**src/rtl/square_arb_pkg.sv**
```systemverilog
// Shared types for the square-draw arbiter.
//   arb_state_t : arbiter FSM states
//   coord_t     : 11-bit unsigned screen coordinate
package square_arb_pkg;

  localparam int COORD_W = 11;

  typedef logic [COORD_W-1:0] coord_t;

  typedef enum logic [2:0] {
    IDLE   = 3'd0,
    LAUNCH = 3'd1,
    DRAW   = 3'd2,
    ACK    = 3'd3,
    SETTLE = 3'd4
  } arb_state_t;

endpackage

```
**src/rtl/square_draw_arbiter_rr_pick.sv**
```systemverilog
// rr_pick: combinational round-robin selector.
// Searches upward from (rr_ptr + 1) mod N_REQ, wrapping, and returns the
// first set request bit.
//   req    : request vector
//   rr_ptr : index of the previous winner
//   valid  : at least one request is set
//   winner : index of the selected request (0 when valid is low)
module rr_pick #(
  parameter int N_REQ = 4,
  parameter int ID_W  = (N_REQ > 1) ? $clog2(N_REQ) : 1
) (
  input  logic [N_REQ-1:0] req,
  input  logic [ID_W-1:0]  rr_ptr,
  output logic             valid,
  output logic [ID_W-1:0]  winner
);

  always_comb begin
    int          idx;
    logic [ID_W-1:0] idx_v;
    valid  = 1'b0;
    winner = '0;
    idx    = 0;
    idx_v  = '0;
    // Offset 1..N_REQ so the previous winner is considered last.
    for (int i = 1; i <= N_REQ; i++) begin
      idx   = (int'(rr_ptr) + i) % N_REQ;
      idx_v = ID_W'(idx);
      if (!valid && req[idx_v]) begin
        valid  = 1'b1;
        winner = idx_v;
      end
    end
  end

endmodule

```
**src/rtl/square_draw_arbiter.sv**
```systemverilog
// square_draw_arbiter: shares one raster-scan square drawer among N_REQ
// requesters. Latches the winner's origin and colour, pulses the drawer
// start, forwards drawer coordinates as pixel writes, then acks.
//
// Ports:
//   clk, reset            : clock, synchronous active-high reset
//   req                   : per-requester draw request (held until ack)
//   req_x0/req_y0         : packed 11-bit origins, requester i at [i*11 +: 11]
//   req_color             : packed colours, requester i at [i*COLOR_W +: COLOR_W]
//   ack                   : one-hot, one-cycle completion pulse
//   busy                  : high in every state except IDLE
//   grant_id              : current/last granted requester
//   drw_start             : one-cycle drawer start pulse
//   drw_x0/drw_y0         : latched origin, stable for the whole operation
//   drw_x/drw_y/drw_done  : drawer coordinate stream and completion pulse
//   pix_x/pix_y           : pixel write coordinate (pass-through of drawer)
//   pix_color             : latched colour of granted requester
//   pix_we                : pixel write enable
//
// Build option: define SQUARE_ARB_CLIP_EN to suppress pixel writes outside
// SCREEN_W x SCREEN_H. Without it no clipping is done.
//
// state  | meaning
// -------+---------------------------------------------------------
// IDLE   | waiting for any request; grant and latch operands on exit
// LAUNCH | drw_start pulse
// DRAW   | pixel write every cycle until drw_done (inclusive)
// ACK    | ack pulse to the granted requester
// SETTLE | dead cycle: drawer returns idle, requester drops req
module square_draw_arbiter
  import square_arb_pkg::*;
#(
  parameter int N_REQ    = 4,
  parameter int COLOR_W  = 1,
  parameter int SCREEN_W = 640,
  parameter int SCREEN_H = 480
) (
  input  logic                       clk,
  input  logic                       reset,
  input  logic [N_REQ-1:0]           req,
  input  logic [N_REQ*COORD_W-1:0]   req_x0,
  input  logic [N_REQ*COORD_W-1:0]   req_y0,
  input  logic [N_REQ*COLOR_W-1:0]   req_color,
  output logic [N_REQ-1:0]           ack,
  output logic                       busy,
  output logic [$clog2(N_REQ)-1:0]   grant_id,
  output logic                       drw_start,
  output logic [COORD_W-1:0]         drw_x0,
  output logic [COORD_W-1:0]         drw_y0,
  input  logic [COORD_W-1:0]         drw_x,
  input  logic [COORD_W-1:0]         drw_y,
  input  logic                       drw_done,
  output logic [COORD_W-1:0]         pix_x,
  output logic [COORD_W-1:0]         pix_y,
  output logic [COLOR_W-1:0]         pix_color,
  output logic                       pix_we
);

  localparam int ID_W = $clog2(N_REQ);

  if (N_REQ < 2 || N_REQ > 8) begin : g_bad_n_req
    $error("square_draw_arbiter: N_REQ must be 2..8");
  end
  if (SCREEN_W < 1 || SCREEN_W > 2048 || SCREEN_H < 1 || SCREEN_H > 2048) begin : g_bad_screen
    $error("square_draw_arbiter: SCREEN_W/SCREEN_H must fit the 11-bit coordinate space");
  end

  arb_state_t          state, state_nxt;
  logic [ID_W-1:0]     rr_ptr;
  logic [ID_W-1:0]     grant_r;
  coord_t              x0_r, y0_r;
  logic [COLOR_W-1:0]  color_r;

  logic                pick_valid;
  logic [ID_W-1:0]     pick_winner;
  logic                clip_ok;
  logic                draw_we;

  coord_t              lane_x0    [N_REQ];
  coord_t              lane_y0    [N_REQ];
  logic [COLOR_W-1:0]  lane_color [N_REQ];

  for (genvar g = 0; g < N_REQ; g++) begin : g_lane
    assign lane_x0[g]    = req_x0[g*COORD_W +: COORD_W];
    assign lane_y0[g]    = req_y0[g*COORD_W +: COORD_W];
    assign lane_color[g] = req_color[g*COLOR_W +: COLOR_W];
  end

  rr_pick #(
    .N_REQ (N_REQ),
    .ID_W  (ID_W)
  ) u_rr_pick (
    .req    (req),
    .rr_ptr (rr_ptr),
    .valid  (pick_valid),
    .winner (pick_winner)
  );

  always_ff @(posedge clk) begin
    if (reset) begin
      state <= IDLE;
    end else begin
      state <= state_nxt;
    end
  end

  always_comb begin
    state_nxt = state;
    busy      = 1'b1;
    drw_start = 1'b0;
    draw_we   = 1'b0;
    ack       = '0;
    case (state)
      IDLE: begin
        busy = 1'b0;
        if (pick_valid) begin
          state_nxt = LAUNCH;
        end
      end
      LAUNCH: begin
        drw_start = 1'b1;
        state_nxt = DRAW;
      end
      DRAW: begin
        // The last coordinate arrives together with drw_done, so it is
        // still written in this cycle.
        draw_we = 1'b1;
        if (drw_done) begin
          state_nxt = ACK;
        end
      end
      ACK: begin
        ack[grant_r] = 1'b1;
        state_nxt    = SETTLE;
      end
      SETTLE: begin
        state_nxt = IDLE;
      end
      default: begin
        state_nxt = IDLE;
      end
    endcase
  end

  // Operands are captured once at grant and held until the next grant, so
  // requesters may change their inputs after being granted.
  always_ff @(posedge clk) begin
    if (reset) begin
      rr_ptr  <= ID_W'(N_REQ - 1);
      grant_r <= '0;
      x0_r    <= '0;
      y0_r    <= '0;
      color_r <= '0;
    end else if (state == IDLE && pick_valid) begin
      rr_ptr  <= pick_winner;
      grant_r <= pick_winner;
      x0_r    <= lane_x0[pick_winner];
      y0_r    <= lane_y0[pick_winner];
      color_r <= lane_color[pick_winner];
    end
  end

`ifdef SQUARE_ARB_CLIP_EN
  // 12-bit compare so a limit of 2048 is representable.
  assign clip_ok = ({1'b0, drw_x} < 12'(SCREEN_W)) &&
                   ({1'b0, drw_y} < 12'(SCREEN_H));
`else
  assign clip_ok = 1'b1;
`endif

  assign pix_we    = draw_we & clip_ok;
  assign pix_x     = drw_x;
  assign pix_y     = drw_y;
  assign pix_color = color_r;
  assign grant_id  = grant_r;
  assign drw_x0    = x0_r;
  assign drw_y0    = y0_r;

endmodule

```
**config.mk**
```make
export PLATFORM = sky130hd
export DESIGN_NAME = square_draw_arbiter
export DESIGN_NICKNAME = d
export VERILOG_FILES = /design/src/rtl/square_arb_pkg.sv /design/src/rtl/square_draw_arbiter_rr_pick.sv /design/src/rtl/square_draw_arbiter.sv
export SDC_FILE = /design/constraint.sdc
export NUM_CORES = 1
export LEC_CHECK = 0
export CAP_MARGIN = 20
export CORE_MARGIN = 2
export CORE_UTILIZATION = 33
export DETAILED_ROUTE_END_ITERATION = 6
export PLACE_DENSITY = 0.87
export SLEW_MARGIN = 15
export SYNTH_ARGS = -nofsm -noshare
export SYNTH_HDL_FRONTEND = slang
export SYNTH_HIERARCHICAL = 1
export SYNTH_SLANG_ARGS = --single-unit
```
**constraint.sdc**
```tcl
create_clock -name clk -period 6.74 [get_ports clk]
set_input_delay 2.022 -clock clk [delete_from_list [all_inputs] [get_ports clk]]
set_output_delay 2.022 -clock clk [all_outputs]
set_load 0.01 [all_outputs]
```
==> impl_metrics.env, run 1 <==
export IMPL_status="finished, final reports clean"
export IMPL_p_leak_uw=0.001152
export IMPL_die_width_um=78.43
export IMPL_rsz0062_at_grt="no"
export IMPL_crit_arrival_ns=2.02
export IMPL_drc=0
export IMPL_coreArea_sq_um=5439
export IMPL_rows=27
export IMPL_cts_buffers=5
export IMPL_cts_root_buffer="clkbuf_8"
export IMPL_clk_path_buf_depth=2
export IMPL_synth_simple_area_share_pct=10.20
export IMPL_maxCapViolCount=0
export IMPL_synth_top_family_by_area="multiplexers"
export IMPL_relSlewSlack_pct=29.40
export IMPL_required_ns=4.72
export IMPL_antenna_left=0
export IMPL_antenna_found_initial=0
export IMPL_die_height_um=78.43
export IMPL_synthXorXnorAreaFrac_pct=0
export IMPL_maxSlewViolCount=0
export IMPL_synthesis_nets=272
export IMPL_power_density_nw_per_um2=210.1
export IMPL_synth_cell_type_count=26
export IMPL_postCtsSetupBuffers=0
export IMPL_clock_sinks=30
export IMPL_synth_seq_area_share_pct=32.85
export IMPL_critPathCaptureType="output pin"
export IMPL_synth_edf_count=0
export IMPL_syn_to_final_growth_pct=70.09
export IMPL_fin_cells=330
export IMPL_synthMuxAreaShare_pct=29.43
export IMPL_finalCriticalPeriod_ns=4.044
export IMPL_fin_skew_ns=0.002847
export IMPL_boundaryPins=175
export IMPL_wire_per_inst_um=16.85
export IMPL_worstMarginPinSlew_ns=1.058
export IMPL_drive_gt1_share_pct=15.50
export IMPL_initial_core_util_pct=33.61
export IMPL_cts_hold_buf=0
export IMPL_via_count=1688
export IMPL_gp_congestion=0.7350
export IMPL_vias_per_cell=5.115
export IMPL_cp_startpoint="drw_y[5]"
export IMPL_yosysWarnings=6
export IMPL_n_antenna_cell=0
export IMPL_syn_inst=151
export IMPL_grt_pass1_vias=1795
export IMPL_ys_async_sr_fraction_pct=0
export IMPL_cp_max_fo=1
export IMPL_hold_start="drw_x0[0]$_SDFFE_PP0P_"
export IMPL_ctsResizeCount=0
export IMPL_grt_pass1_wl_um=8597
export IMPL_clk_pin_slew_ns=0.06
export IMPL_yosys_area_share_adder_pct=0
export IMPL_hold_path_class="flop to flop"
export IMPL_crit_type="primary input to output pin"
export IMPL_peakVddDrop_mv=0.1099
export IMPL_htree_levels=2
export IMPL_clock_fmax_mhz=247.3
export IMPL_setup_tns_ns=0
export IMPL_hpwl_um=4367
export IMPL_final_hold_viol_count=0
export IMPL_portBuffers=130
export IMPL_period_share_pct=60.00
export IMPL_final_core_util_pct=57.17
export IMPL_drtIter0Drc=30
export IMPL_drt_total_wl_um=5560
export IMPL_holdWs_ns=0.4772
export IMPL_dieArea_sq_um=6150
export IMPL_setup_viol=0
export IMPL_netlist_area_leader_share_pct=32.85
export IMPL_ys_ff_latch=30
export IMPL_startpoint_type="primary input"
export IMPL_grt_ovfl_total=0
export IMPL_syn_area_sq_um=1828
export IMPL_grt_usage_pct=17.95
export IMPL_grt_max_degree=25
export IMPL_fin_nets=378
export IMPL_dr_pass1_iters=6
export IMPL_synthTopCellsByArea="dfxtp_1 (33%), mux4_2 (28%), a22o_1 (11%)"
export IMPL_dp_cells=322
export IMPL_synth_area_leader_cell="dfxtp_1"
export IMPL_synth_common_cells="dfxtp_1 (30), a22o_1 (23), mux4_2 (23)"
export IMPL_clk_latency_ns=0.27
export IMPL_synth_area_per_cell_sq_um=12.11
export IMPL_cts_tree="built"
export IMPL_regToRegStartpoint="rr_ptr[1]$_SDFFE_PP1P_"
export IMPL_synth_ff_type="dfxtp_1"
export IMPL_synth_compound_area_share_pct=14.31
export IMPL_synth_most_common_cell="dfxtp_1"
## kinds of logic after synthesis
| kind of cell | Yosys count |
|---|---|
| mux | 25 |
| buf+inv | 35 |
| flops | 30 |
| simple gates | 29 |
| compound gates | 32 |
## routing by layer
layer	GRT usage, %	share of wire (%)	up-vias
met5	0	0	-
met4	7.368	2.0	0
met3	3.563	5.8	17
met2	32.33	53	69
met1	20.78	39	824
li1	-	-	778
## area by class of cell
| type | count | area, sq um |
|---|---|---|
| sequential | 30 | 600.6 |
| inverter | 2 | 7.507 |
| multi-input combinational | 86 | 1003 |
| clock inverter | 1 | 5.005 |
| clock buffer | 7 | 86.33 |
| fill | 467 | 2330 |
| timing repair buffer | 132 | 1316 |
| tap | 72 | 90.09 |
## state kept, by name, summed over array words and instances (netlist names)
name / cells
state: 3
drw_y0: 11
pix_color: 1
drw_x0: 11
grant_id: 2
rr_ptr: 2
## placed cells by master, fill, tap and decap left out
master	count
nand3b_1	1
nor2_8	1
nor3_1	1
mux2i_1	2
clkbuf_8	6
nor3b_1	4
a22o_1	23
dfxtp_1	30
o221ai_4	1
mux4_2	23
a31oi_1	1
clkbuf_1	1
nor2_2	1
or3_2	1
a21oi_1	5
clkinv_2	1
buf_4	2
clkdlybuf4s50_1	130
a21oi_2	2
nand2_1	7
nor4b_2	1
and2b_1	1
nand2b_1	3
nor2_1	5
inv_1	2
and3_1	1
or4b_4	1
nor4_1	1
## final timing paths
path,slack (ns),to,cells past startpoint
setup reg to reg,4.58,drw_x0[9]$_SDFFE_PP0P_,6
hold reg to reg,0.48,drw_x0[0]$_SDFFE_PP0P_,1
hold / removal,0.48,drw_x0[0]$_SDFFE_PP0P_,1
setup / recovery,2.70,pix_y[5],0
## power by group
part	switching [uW]	internal, uW	total [uW]
clock network	63.6	82.2	146
logic	99.0	180	279
registers	21.3	208	229
## through the flow
step / instance area, sq um / setup WS, ns / total power [uW]
after floorplan: 1828 / 2.577 / 391.5
after global placement: 3018 / 2.461 / 507.5
after detailed placement: 3018 / 2.421 / 514.5
after CTS: 3109 / 2.696 / 662.9
after global routing: 3109 / 2.634 / 688.9
final: 3109 / 2.696 / 653.4
Note: power is estimated with default switching activity, not from simulation.
==> run 2, diff against run 1 <==
--- a/config.mk
+++ b/config.mk
@@ -7,9 +7,9 @@
 export LEC_CHECK = 0
 export CAP_MARGIN = 20
 export CORE_MARGIN = 2
-export CORE_UTILIZATION = 33
+export CORE_UTILIZATION = 30
 export DETAILED_ROUTE_END_ITERATION = 6
-export PLACE_DENSITY = 0.87
+export PLACE_DENSITY = 0.8
 export SLEW_MARGIN = 15
 export SYNTH_ARGS = -nofsm -noshare
 export SYNTH_HDL_FRONTEND = slang
==> constraint.sdc (replaced) <==
create_clock -name clk -period 3.8 [get_ports clk]
set_input_delay 1.14 -clock clk [delete_from_list [all_inputs] [get_ports clk]]
set_output_delay 1.14 -clock clk [all_outputs]
set_load 0.01 [all_outputs]
==> impl_metrics.env, run 2 (synthesized netlist as in run 1, its figures left out) <==
export IMPL_drive_gt1_share_pct=16.22
export IMPL_cts_hold_buf=0
export IMPL_grt_max_degree=25
export IMPL_wire_per_inst_um=16.30
export IMPL_clk_latency_ns=0.27
export IMPL_setup_viol=0
export IMPL_grt_pass1_wl_um=7741
export IMPL_final_area_sq_um=3152
export IMPL_antenna_left=0
export IMPL_htree_levels=2
export IMPL_via_count=1645
export IMPL_placed_cell_area_sq_um=3042
export IMPL_endpoint="drw_x0[9]$_SDFFE_PP0P_"
export IMPL_ff2ff_path_depth=6
export IMPL_postCtsSetupBuffers=0
export IMPL_drt_total_wl_um=5443
export IMPL_grt_ovfl_total=0
export IMPL_relSlewSlack_pct=68.61
export IMPL_cts_tree="built"
export IMPL_grt_usage_pct=15.29
export IMPL_final_seq_area_sq_um=600.6
export IMPL_rsz0062_at_grt="no"
export IMPL_vias_per_cell=4.925
export IMPL_peakVddDrop_mv=0.2215
export IMPL_p_sw_uw=334.1
export IMPL_fillers=538
export IMPL_clk_path_buf_depth=2
export IMPL_cp_max_fo=24
export IMPL_coreArea_sq_um=5921
export IMPL_startpoint_type="primary input"
export IMPL_cts_root_buffer="clkbuf_8"
export IMPL_syn_to_final_growth_pct=72.42
export IMPL_clock_sinks=30
export IMPL_dp_cells=326
export IMPL_switching_share_pct=27.60
export IMPL_portBuffers=130
export IMPL_ctsResizeCount=0
export IMPL_rr_endpoint="drw_x0[9]$_SDFFE_PP0P_"
export IMPL_setup_tns_ns=0
export IMPL_dr_pass1_iters=4
export IMPL_clock_fmax_mhz=342.1
export IMPL_period_share_pct=76.93
export IMPL_final_hold_viol_count=0
export IMPL_gp_congestion=0.6281
export IMPL_fin_nets=379
export IMPL_fin_skew_ns=0.003303
export IMPL_grt_pass1_vias=1611
export IMPL_post_place_ws_ns=0.5716
export IMPL_dieArea_sq_um=6734
export IMPL_hold_path_class="flop to flop"
export IMPL_power_frac_comb_pct=41.4
export IMPL_antenna_found_initial=0
export IMPL_n_antenna_cell=0
export IMPL_r2r_slack_ns=1.82
export IMPL_multi_input_area_sq_um=1003
export IMPL_layout_common_cells="clkdlybuf4s50_1 (130), dfxtp_1 (30), mux4_2 (23), a22o_1 (23), clkbuf_8 (8)"
export IMPL_maxCapViolCount=0
export IMPL_crit_arrival_ns=3.09
export IMPL_maxSlewViolCount=0
export IMPL_cts_buffers=5
export IMPL_boundaryPins=175
export IMPL_initial_core_util_pct=30.87
export IMPL_drc=0
export IMPL_fin_cells=334
export IMPL_drtIter0Drc=25
export IMPL_power_density_nw_per_um2=384.1
export IMPL_clkPwrFrac_pct=25.1
export IMPL_required_ns=3.97
export IMPL_regToRegStartpoint="rr_ptr[1]$_SDFFE_PP1P_"
export IMPL_finalCriticalPeriod_ns=2.923
export IMPL_worstMarginPinSlew_ns=0.4694
export IMPL_die_width_um=82.06
export IMPL_seqPwrFrac_pct=33.5
export IMPL_status="finished, final reports clean"
export IMPL_rows=28
export IMPL_die_height_um=82.06
export IMPL_total_power_uw=1211
export IMPL_layout_commonest_cell="clkdlybuf4s50_1"
export IMPL_p_leak_uw=0.001171
export IMPL_fin_ws_ns=0.8765
export IMPL_cp_startpoint="req[3]"
export IMPL_hpwl_um=4257
export IMPL_crit_type="primary input to flop"
export IMPL_worstHoldPathCells=1
export IMPL_internal_power_uw=876.4
export IMPL_critPathCaptureType="flop"
export IMPL_clk_pin_slew_ns=0.07
==> run 2: cell count changes in the layout (fill, tap and decap cells not counted) <==
cell | previous run | this run
buf_12 | 0 | 1
clkbuf_1 | 1 | 0
clkinv_2 | 1 | 0
clkbuf_8 | 6 | 8
==> run 2: layout make-up <==
class / count / area share (%)
Clock buffer: 8 / 3.493
Inverter: 2 / 0.2382
Multi-Input combinational cell: 86 / 31.84
Sequential cell: 30 / 19.06
Tap cell: 75 / 2.977
Timing Repair Buffer: 133 / 42.40
==> run 2: power by group through the flow <==
stage	sequential, uW	combinational (uW)	clock [uW]
floorplan	429	266	0
global placement	410	501	0
detailed placement	413	508	0
CTS	406	510	312
global route	413	536	325
finish	405	502	304
==> run 2: worst max-delay path: stages <==
cell	delay [ns]
clkdlybuf4s50_1	0.51
and2b_1	0.17
a21oi_2	0.05
o221ai_4	0.20
buf_12	0.24
mux4_2	0.52
a22o_1	0.24
==> run 2: routing by layer <==
layer  GRT usage [%]  vias to the layer above  part of all wire, %
met2           27.80                       79                   51
met4           4.833                        0                 0.85
met5               0                        -                    0
met1           16.33                      780                   37
li1                -                      778                    -
met3           5.604                        8                   11
==> run 2: through the flow <==
step                util, %  hold WS, ns
floorplan                 -       0.5038
global placement      51.37       0.4615
detailed placement    51.37       0.4626
CTS                   53.23       0.4831
global route          53.23       0.4972
finish                53.23       0.4746
==> run 2: how the worst min path moves through the flow <==
stage	startpoint	endpoint	slack, ns
5_1_grt	drw_x0[6]$_SDFFE_PP0P_	drw_x0[6]$_SDFFE_PP0P_	0.50
6_report	drw_x0[8]$_SDFFE_PP0P_	drw_x0[8]$_SDFFE_PP0P_	0.47
4_1_cts	drw_x0[8]$_SDFFE_PP0P_	drw_x0[8]$_SDFFE_PP0P_	0.48
2_1_floorplan	rr_ptr[0]$_SDFFE_PP1P_	rr_ptr[0]$_SDFFE_PP1P_	0.50
3_5_place_dp	drw_x0[5]$_SDFFE_PP0P_	drw_x0[5]$_SDFFE_PP0P_	0.46
3_3_place_gp	drw_x0[8]$_SDFFE_PP0P_	drw_x0[8]$_SDFFE_PP0P_	0.46
==> run 3, diff against run 2 <==
--- a/config.mk
+++ b/config.mk
@@ -7,9 +7,9 @@
 export LEC_CHECK = 0
 export CAP_MARGIN = 20
 export CORE_MARGIN = 2
-export CORE_UTILIZATION = 30
+export CORE_UTILIZATION = 27
 export DETAILED_ROUTE_END_ITERATION = 6
-export PLACE_DENSITY = 0.8
+export PLACE_DENSITY = 0.76
 export SLEW_MARGIN = 15
 export SYNTH_ARGS = -nofsm -noshare
 export SYNTH_HDL_FRONTEND = slang
==> constraint.sdc (replaced) <==
create_clock -name clk -period 2.51 [get_ports clk]
set_input_delay 0.753 -clock clk [delete_from_list [all_inputs] [get_ports clk]]
set_output_delay 0.753 -clock clk [all_outputs]
set_load 0.01 [all_outputs]
==> impl_metrics.env, run 3 (synthesized netlist as in run 1, its figures left out) <==
export IMPL_drt_total_wl_um=5872
export IMPL_initial_core_util_pct=28.30
export IMPL_boundaryPins=175
export IMPL_die_width_um=86.28
export IMPL_ctsResizeCount=0
export IMPL_via_count=1726
export IMPL_hold_path_class="flop to flop"
export IMPL_grt_ovfl_total=0
export IMPL_period_share_pct=96.34
export IMPL_post_place_ws_ns=-0.2809
export IMPL_coreArea_sq_um=6459
export IMPL_cts_tree="built"
export IMPL_cp_max_fo=7
export IMPL_required_ns=1.76
export IMPL_finalCriticalPeriod_ns=2.418
export IMPL_layout_commonest_cell="clkdlybuf4s50_1"
export IMPL_grt_pass1_wl_um=8790
export IMPL_antenna_left=0
export IMPL_relSlewSlack_pct=76.51
export IMPL_status="finished, final reports clean"
export IMPL_peakVddDrop_mv=0.2045
export IMPL_setup_viol=0
export IMPL_antenna_found_initial=0
export IMPL_worstMarginPinSlew_ns=0.3515
export IMPL_startpoint_type="flop"
export IMPL_setup_tns_ns=0
export IMPL_grt_usage_pct=15.07
export IMPL_fin_skew_ns=0.002969
export IMPL_drtIter0Drc=35
export IMPL_crit_type="flop to output pin"
export IMPL_drc=0
export IMPL_layout_common_cells="clkdlybuf4s50_1 (126), dfxtp_1 (28), mux4_2 (23), a22o_1 (23), nand2_1 (7)"
export IMPL_gp_congestion=0.7138
export IMPL_crit_arrival_ns=1.67
export IMPL_clock_fmax_mhz=413.6
export IMPL_rows=29
export IMPL_vias_per_cell=5.003
export IMPL_drive_gt1_share_pct=19.78
export IMPL_portBuffers=130
export IMPL_holdWs_ns=0.4790
export IMPL_htree_levels=2
export IMPL_clk_pin_slew_ns=0.07
export IMPL_dieArea_sq_um=7444
export IMPL_fin_ws_ns=0.09198
export IMPL_clk_latency_ns=0.27
export IMPL_clock_sinks=30
export IMPL_cts_root_buffer="clkbuf_8"
export IMPL_maxCapViolCount=0
export IMPL_p_leak_uw=0.001271
export IMPL_critPathCaptureType="output pin"
export IMPL_cts_buffers=5
export IMPL_clk_path_buf_depth=2
export IMPL_n_antenna_cell=0
export IMPL_dr_pass1_iters=4
export IMPL_power_density_nw_per_um2=563.8
export IMPL_rsz0062_at_grt="no"
export IMPL_postCtsSetupBuffers=0
export IMPL_hpwl_um=4600
export IMPL_fin_nets=388
export IMPL_final_hold_viol_count=0
export IMPL_grt_max_degree=24
export IMPL_cts_hold_buf=0
export IMPL_die_height_um=86.28
export IMPL_syn_to_final_growth_pct=79.81
export IMPL_final_core_util_pct=50.89
export IMPL_maxSlewViolCount=0
export IMPL_grt_pass1_vias=1844
export IMPL_wire_per_inst_um=17.02
run 3: cell types whose count changed in the layout (fill, tap and decap cells not counted), moves of 2 or more:
cell | before | now
buf_12 | 1 | 5
buf_4 | 2 | 6
clkdlybuf4s50_1 | 130 | 126
dlymetal6s2s_1 | 0 | 4
clkbuf_8 | 8 | 6
dfxtp_1 | 30 | 28
dfxtp_2 | 0 | 2
run 3: final timing paths:
kind                            from                 endpoint  slack (ns)  depth (start not counted)
max            state[2]$_SDFFE_PP0P_                   ack[2]        0.09                          3
max reg2reg   rr_ptr[1]$_SDFFE_PP1P_   drw_x0[0]$_SDFFE_PP0P_        0.46                          6
min          drw_y0[10]$_SDFFE_PP0P_  drw_y0[10]$_SDFFE_PP0P_        0.48                          1
min reg2reg  drw_y0[10]$_SDFFE_PP0P_  drw_y0[10]$_SDFFE_PP0P_        0.48                          1
run 3: metal layers:
metal  share of wire [%]  global-route usage [%]  routed length [um]
met5                   0                       0                   0
met4                 1.5                   5.256                  87
met3                 7.9                   4.095                 466
met2                  50                   26.78                2909
met1                  41                   17.43                2409
run 3: worst max-delay path, stage by stage (launching register included):
cell and delay, ns:
dfxtp_1 0.37, nand3b_1 0.25, nor3b_1 0.20, clkdlybuf4s50_1 0.56
run 3: area by class of cell:
class	instances	area, sq um
inverter	2	7.507
sequential	30	603.1
clock buffer	7	86.33
timing repair buffer	142	1481
multi-input combinational	86	1007
tap	77	96.34
fill	587	3172
clock inverter	1	5.005
run 3: power breakdown:
part / total (uW) / internal, uW / switching (uW)
Sequential: 619 / 559 / 60.1
Combinational: 830 / 546 / 283
Clock: 405 / 221 / 184
Total: 1850 / 1330 / 527
run 3: per-stage QoR:
stage | instances | cell area, sq um | total power, uW
global route | 345 | 3287 | 1964
finish | 345 | 3287 | 1853
floorplan | 151 | 1828 | 1051
global placement | 336 | 3154 | 1430
CTS | 344 | 3246 | 1862
detailed placement | 336 | 3154 | 1449
==> variant 1, RTL diff (config.mk and constraints of run 3) <==
Make the reset (`reset`) asynchronous in 2 clocked blocks. Comments in the files are not updated.
--- a/src/rtl/square_draw_arbiter.sv
+++ b/src/rtl/square_draw_arbiter.sv
@@ -96,7 +96,7 @@
     .winner (pick_winner)
   );
 
-  always_ff @(posedge clk) begin
+  always_ff @(posedge clk or posedge reset) begin
     if (reset) begin
       state <= IDLE;
     end else begin
@@ -144,7 +144,7 @@
 
   // Operands are captured once at grant and held until the next grant, so
   // requesters may change their inputs after being granted.
-  always_ff @(posedge clk) begin
+  always_ff @(posedge clk or posedge reset) begin
     if (reset) begin
       rr_ptr  <= ID_W'(N_REQ - 1);
       grant_r <= '0;
Formal check against the unedited RTL: differs if reset is asserted again (counterexample within 4 cycles, from zero or initial values and one cycle with reset high); with reset held inactive, the same outputs for 4 cycles.
==> variant 1 against run 3 <==
  * Hold slack better by 0.027 ns
  * Worst setup slack got worse by 0.021 ns
  * Maximum frequency fell by 0.87%
  * Wire length fell by 2.3%
  * Count of clock-buffer cells in the layout up 1
  * Via count shrank 4.1%
  * Cell area is 5.9% higher
  * Sequential cell count unchanged
  * Non-clock buffer count stayed put
  * Cell count increased by 3.5%
  * Synthesized area is 11% higher
Power is not compared: it rests on default switching activity, and its combinational part moved more than twofold at a synthesized area within 25%.
==> variant 1: results (changes against run 3) <==
* Status: completed
* Worst path slowest cell: mux4_1
* Mapped Nets at 259 (-4.8%)
* Largest net degree at the start of global routing at 31 (+29%)
* Non-Filler Instances at 357 (+3.5%)
* Slowest stage delay, CP at 0.54 ns (-0.02 ns)
* Dominant register cell in the synthesized netlist: dfrtp_1
* Worst Skew at 0.00810 ns (+0.00514 ns)
* GR Util All Layers at 14.3% (-0.80 points)
* Synth top area cells: dfrtp_1, mux4_2, mux2_2, buf_4, mux4_1
* CP Max Fanout at 5 (-2)
* Slew @ Worst Pin at 0.401 ns (+0.0498 ns)
* Top delay family on crit path: multiplexers
* Placer Congestion at 0.673 (-5.8%)
* Share of cells above drive strength 1 at 27.1% (+7.4 points)
* Vias in the first global route at 1765 (-4.3%)
* Asr flop ratio synth at 100% (+100 points)
* Initial drt markers at 17 (-51%)
* Synth Instances at 138 (-8.6%)
* First-pass GRT wire length at 8980 um (+2.2%)
* Hpwl dp at 4150 um (-9.7%)
* Final net count at 378 (-2.6%)
* DR WL/cell at 16.1 um (-5.6%)
* Post-synth top cells: dfrtp_1, mux2_2, buf_4
* Worst EP arrival at 2.60 ns (+0.93 ns)
* Seq/Total Area, Yosys at 37.2% (+4.4 points)
* Placed insts at 344 (+2.4%)
* Total iterations of the first detailed-routing run at 3 (-1)
* Vias per cell at 4.64 (-7.3%)
* Cell variety after synth at 27 (+3.8%)
[variant 1: changes by cell type after synthesis, moves of 5 or more]
cell	delta
mux2_2	+23
nand2_1	-6
dfrtp_1	+28
a22o_1	-23
dfxtp_1	-30
buf_6	+5
[variant 1: final cells by class]
| cell class | instances | area, um^2 |
|---|---|---|
| sequential | 30 | 754 |
| timing repair buffer | 142 | 1480 |
| inverter | 3 | 11.3 |
| tap | 99 | 124 |
| fill | 658 | 3770 |
| clock buffer | 8 | 80.1 |
| multi-input combinational | 75 | 1040 |
[variant 1: logic make-up after synthesis]
group	Yosys count	synth area share [%]
multiplexers	52	42.4
buffers and inverters	33	12.1
flip-flops	30	37.2
AND/OR/NAND/NOR	18	6.31
AO/OA/AOI/OAI	5	1.98
[variant 1: path summary, 6_finish.rpt]
path | depth (start not counted) | slack (ns) | endpoint | from
setup / recovery | 6 | 0.07 | drw_y0[2]$_DFFE_PP0P_ | req[0]
hold reg to reg | 1 | 0.51 | drw_x0[5]$_DFFE_PP0P_ | drw_x0[5]$_DFFE_PP0P_
min in group asynchronous | 3 | 0.86 | drw_y0[1]$_DFFE_PP0P_ | reset
setup reg to reg | 7 | 0.29 | drw_y0[2]$_DFFE_PP0P_ | rr_ptr[1]$_DFFE_PP1P_
hold / removal | 1 | 0.51 | drw_x0[5]$_DFFE_PP0P_ | drw_x0[5]$_DFFE_PP0P_
max in group asynchronous | 3 | 1.32 | rr_ptr[1]$_DFFE_PP1P_ | reset
[variant 1: what timing repair did]
item / in CTS / in global routing
buffers inserted: 3 / 0
pin swaps: 1 / 1
cloned: 2 / 0
setup endpoints to repair: 26 / 4
gates resized for setup: 12 / 3
[variant 1: per-stage QoR]
step	worst slack, ns	cell area (um^2)	hold slack (ns)	total power (W)
after floorplan	0.114	2020	0.527	0.00216
after global placement	-0.334	3320	0.490	0.00297
after detailed placement	-0.408	3320	0.496	0.00303
after CTS	0.0213	3480	0.511	0.00358
after global routing	0.00503	3480	0.521	0.00374
final	0.0708	3480	0.506	0.00350
[variant 1: where the power goes]
| group | internal (W) | switching [W] | total (W) |
|---|---|---|---|
| sequential | 0.000759 | 0.000188 | 0.000947 |
| clock | 0.000197 | 0.000175 | 0.000371 |
| combinational | 0.00143 | 0.000761 | 0.00219 |
[variant 1: metal layers]
layer  GRT usage [%]  up-vias  part of all wire [%]
li1                -      746                     -
met1            16.3      795                    38
met2            24.6       98                    51
met3            5.26       16                   9.7
met4            4.74        0                   1.7
met5               0        -                     0
==> variant 2, RTL diff (flow settings as in run 3) <==
Without the edit above. Change the package constant `COORD_W` from 11 to 22.
--- a/src/rtl/square_arb_pkg.sv
+++ b/src/rtl/square_arb_pkg.sv
@@ -3,7 +3,7 @@
 //   coord_t     : 11-bit unsigned screen coordinate
 package square_arb_pkg;
 
-  localparam int COORD_W = 11;
+  localparam int COORD_W = 22;
 
   typedef logic [COORD_W-1:0] coord_t;
 
Ports: changed (8 resized); port bits go from 175 to 329. No check against the original RTL was run, so the function may have changed too.
==> variant 2 against run 3 <==
  * Worst setup slack got worse by 0.0094 ns
  * Largest power group unchanged
  * Count of clock-buffer cells in the layout did not move
  * Cell area grew 80%
  * Sequential cell count increased by 22
  * Wire length rose by 120%
  * Synthesized area rose by 82%
  * Critical path depth rose by 6
  * Total power rose by 100%
==> variant 2: results (changes against run 3) <==
* Status: completed
* Fraction of cell area in non-clock buffers at 46.6% (+1.5 points)
* Cell variety after synth at 30 (+15%)
* Worst path slowest cell: mux4_2
* Clk tree area frac at 3.09% (+0.31 points)
* GRT met2 Usage at 32.4% (+5.6 points)
* Initial drt markers at 175 (+400%)
* Sequential share of cell area at 17.6% (-0.75 points)
* RR Endpoint: drw_x0[20]$_SDFFE_PP0P_
* Leakage at 2.21 nW (+74%)
* Vias in the first global route at 3163 (+72%)
* Synthesized flop and latch total at 52 (+73%)
* Placed insts at 587 (+75%)
* CP Max Fanout at 12 (+5)
* Seq/Total Area, Yosys at 31.2% (-1.6 points)
* Slowest stage delay, CP at 0.53 ns (-0.03 ns)
* Routed wl met2 at 6570 um (+130%)
* Setup Fix Bufs, Post-CTS at 8 (+8)
* Mapped Nets at 482 (+77%)
* FF-to-FF path depth at 8 (+2)
* Latest clock arrival within the worst-skew pair at 0.30 ns (+0.03 ns)
* Filler instances at 1074 (+83%)
* GR Util All Layers at 18.3% (+3.2 points)
* Share of cells above drive strength 1 at 19.9% (+0.093 points)
* Max IR drop VDD at 0.000271 V (+33%)
* Crit path launch: req[2]
* Vias per cell at 5.05 (+0.90%)
* Worst min-delay path class: flip-flop to flip-flop
* Buffers, non-clock at 265 (+87%)
* Post-cts sizing count at 14 (+14)
* Synth top area cells: dfxtp_1, mux4_2, a22o_1, mux4_1, buf_4
* Syn Area/Cell at 13.3 um^2 (+9.7%)
* Hpwl dp at 9660 um (+110%)
* Wire length on met3 at 1080 um (+130%)
* Post-synth top cells: dfxtp_1, buf_4, a22o_1
* DR WL/cell at 21.4 um (+26%)
* P_sw at 0.00107 W (+100%)
* FF-to-FF setup slack at 0.36 ns (-0.10 ns)
* CTS root buffer: clkbuf_16
* N_diodes at 0 (unchanged)
* Final wirelength at 12900 um (+120%)
* Met1 usage at 20.0% (+2.6 points)
* Fraction of area in multi-input gates at 29.5% (-1.1 points)
* Complex-gate fraction of the synthesized area at 13.9% (-0.41 points)
* Wire length on met1 at 4790 um (+99%)
* Nonclk inv count at 1 (-1)
* DR top layer: met5
* Worst Skew at 0.00619 ns (+0.00322 ns)
* First-pass GRT wire length at 18100 um (+110%)
* Multi-input combinational gate total at 132 (+53%)
* Final net count at 688 (+77%)
* Setup crit end kind: flip-flop
* Hold Path Stages at 1 (unchanged)
* GR Util met3 at 5.59% (+1.5 points)
* Worst EP arrival at 2.62 ns (+0.95 ns)
* Placer Congestion at 0.761 (+6.6%)
## variant 2: cell types whose count changed after synthesis, moves of 2 or more
cell | run 3 | this run
nor2_1 | 6 | 4
a22o_1 | 23 | 45
nand2_1 | 7 | 9
buf_8 | 2 | 0
buf_2 | 4 | 1
mux4_2 | 23 | 31
dfxtp_1 | 30 | 52
mux4_1 | 0 | 14
buf_4 | 22 | 46
buf_6 | 0 | 15
## variant 2: stage by stage
stage          worst slack [ns]  util [%]  instance area [um^2]
2_1_floorplan             0.207         -                  3330
6_report                 0.0826      49.3                  5920
3_5_place_dp             -0.410      46.8                  5620
5_1_grt                 -0.0212      49.3                  5920
3_3_place_gp             -0.373      46.8                  5620
4_1_cts                  0.0189      49.8                  5980
## variant 2: worst min path at each step
stage,start,to,slack [ns]
2_1_floorplan,rr_ptr[0]$_SDFFE_PP1P_,rr_ptr[0]$_SDFFE_PP1P_,0.50
3_3_place_gp,drw_y0[20]$_SDFFE_PP0P_,drw_y0[20]$_SDFFE_PP0P_,0.46
3_5_place_dp,drw_y0[20]$_SDFFE_PP0P_,drw_y0[20]$_SDFFE_PP0P_,0.46
4_1_cts,drw_y0[8]$_SDFFE_PP0P_,drw_y0[8]$_SDFFE_PP0P_,0.48
5_1_grt,drw_x0[9]$_SDFFE_PP0P_,drw_x0[9]$_SDFFE_PP0P_,0.49
6_report,drw_x0[20]$_SDFFE_PP0P_,drw_x0[20]$_SDFFE_PP0P_,0.48
## variant 2: power by group through the flow
stage	clock (W)	sequential (W)	combinational [W]
CTS	0.000878	0.00110	0.00177
global placement	0	0.00111	0.00159
floorplan	0	0.00117	0.000835
finish	0.000857	0.00110	0.00175
global route	0.000905	0.00112	0.00186
detailed placement	0	0.00112	0.00163
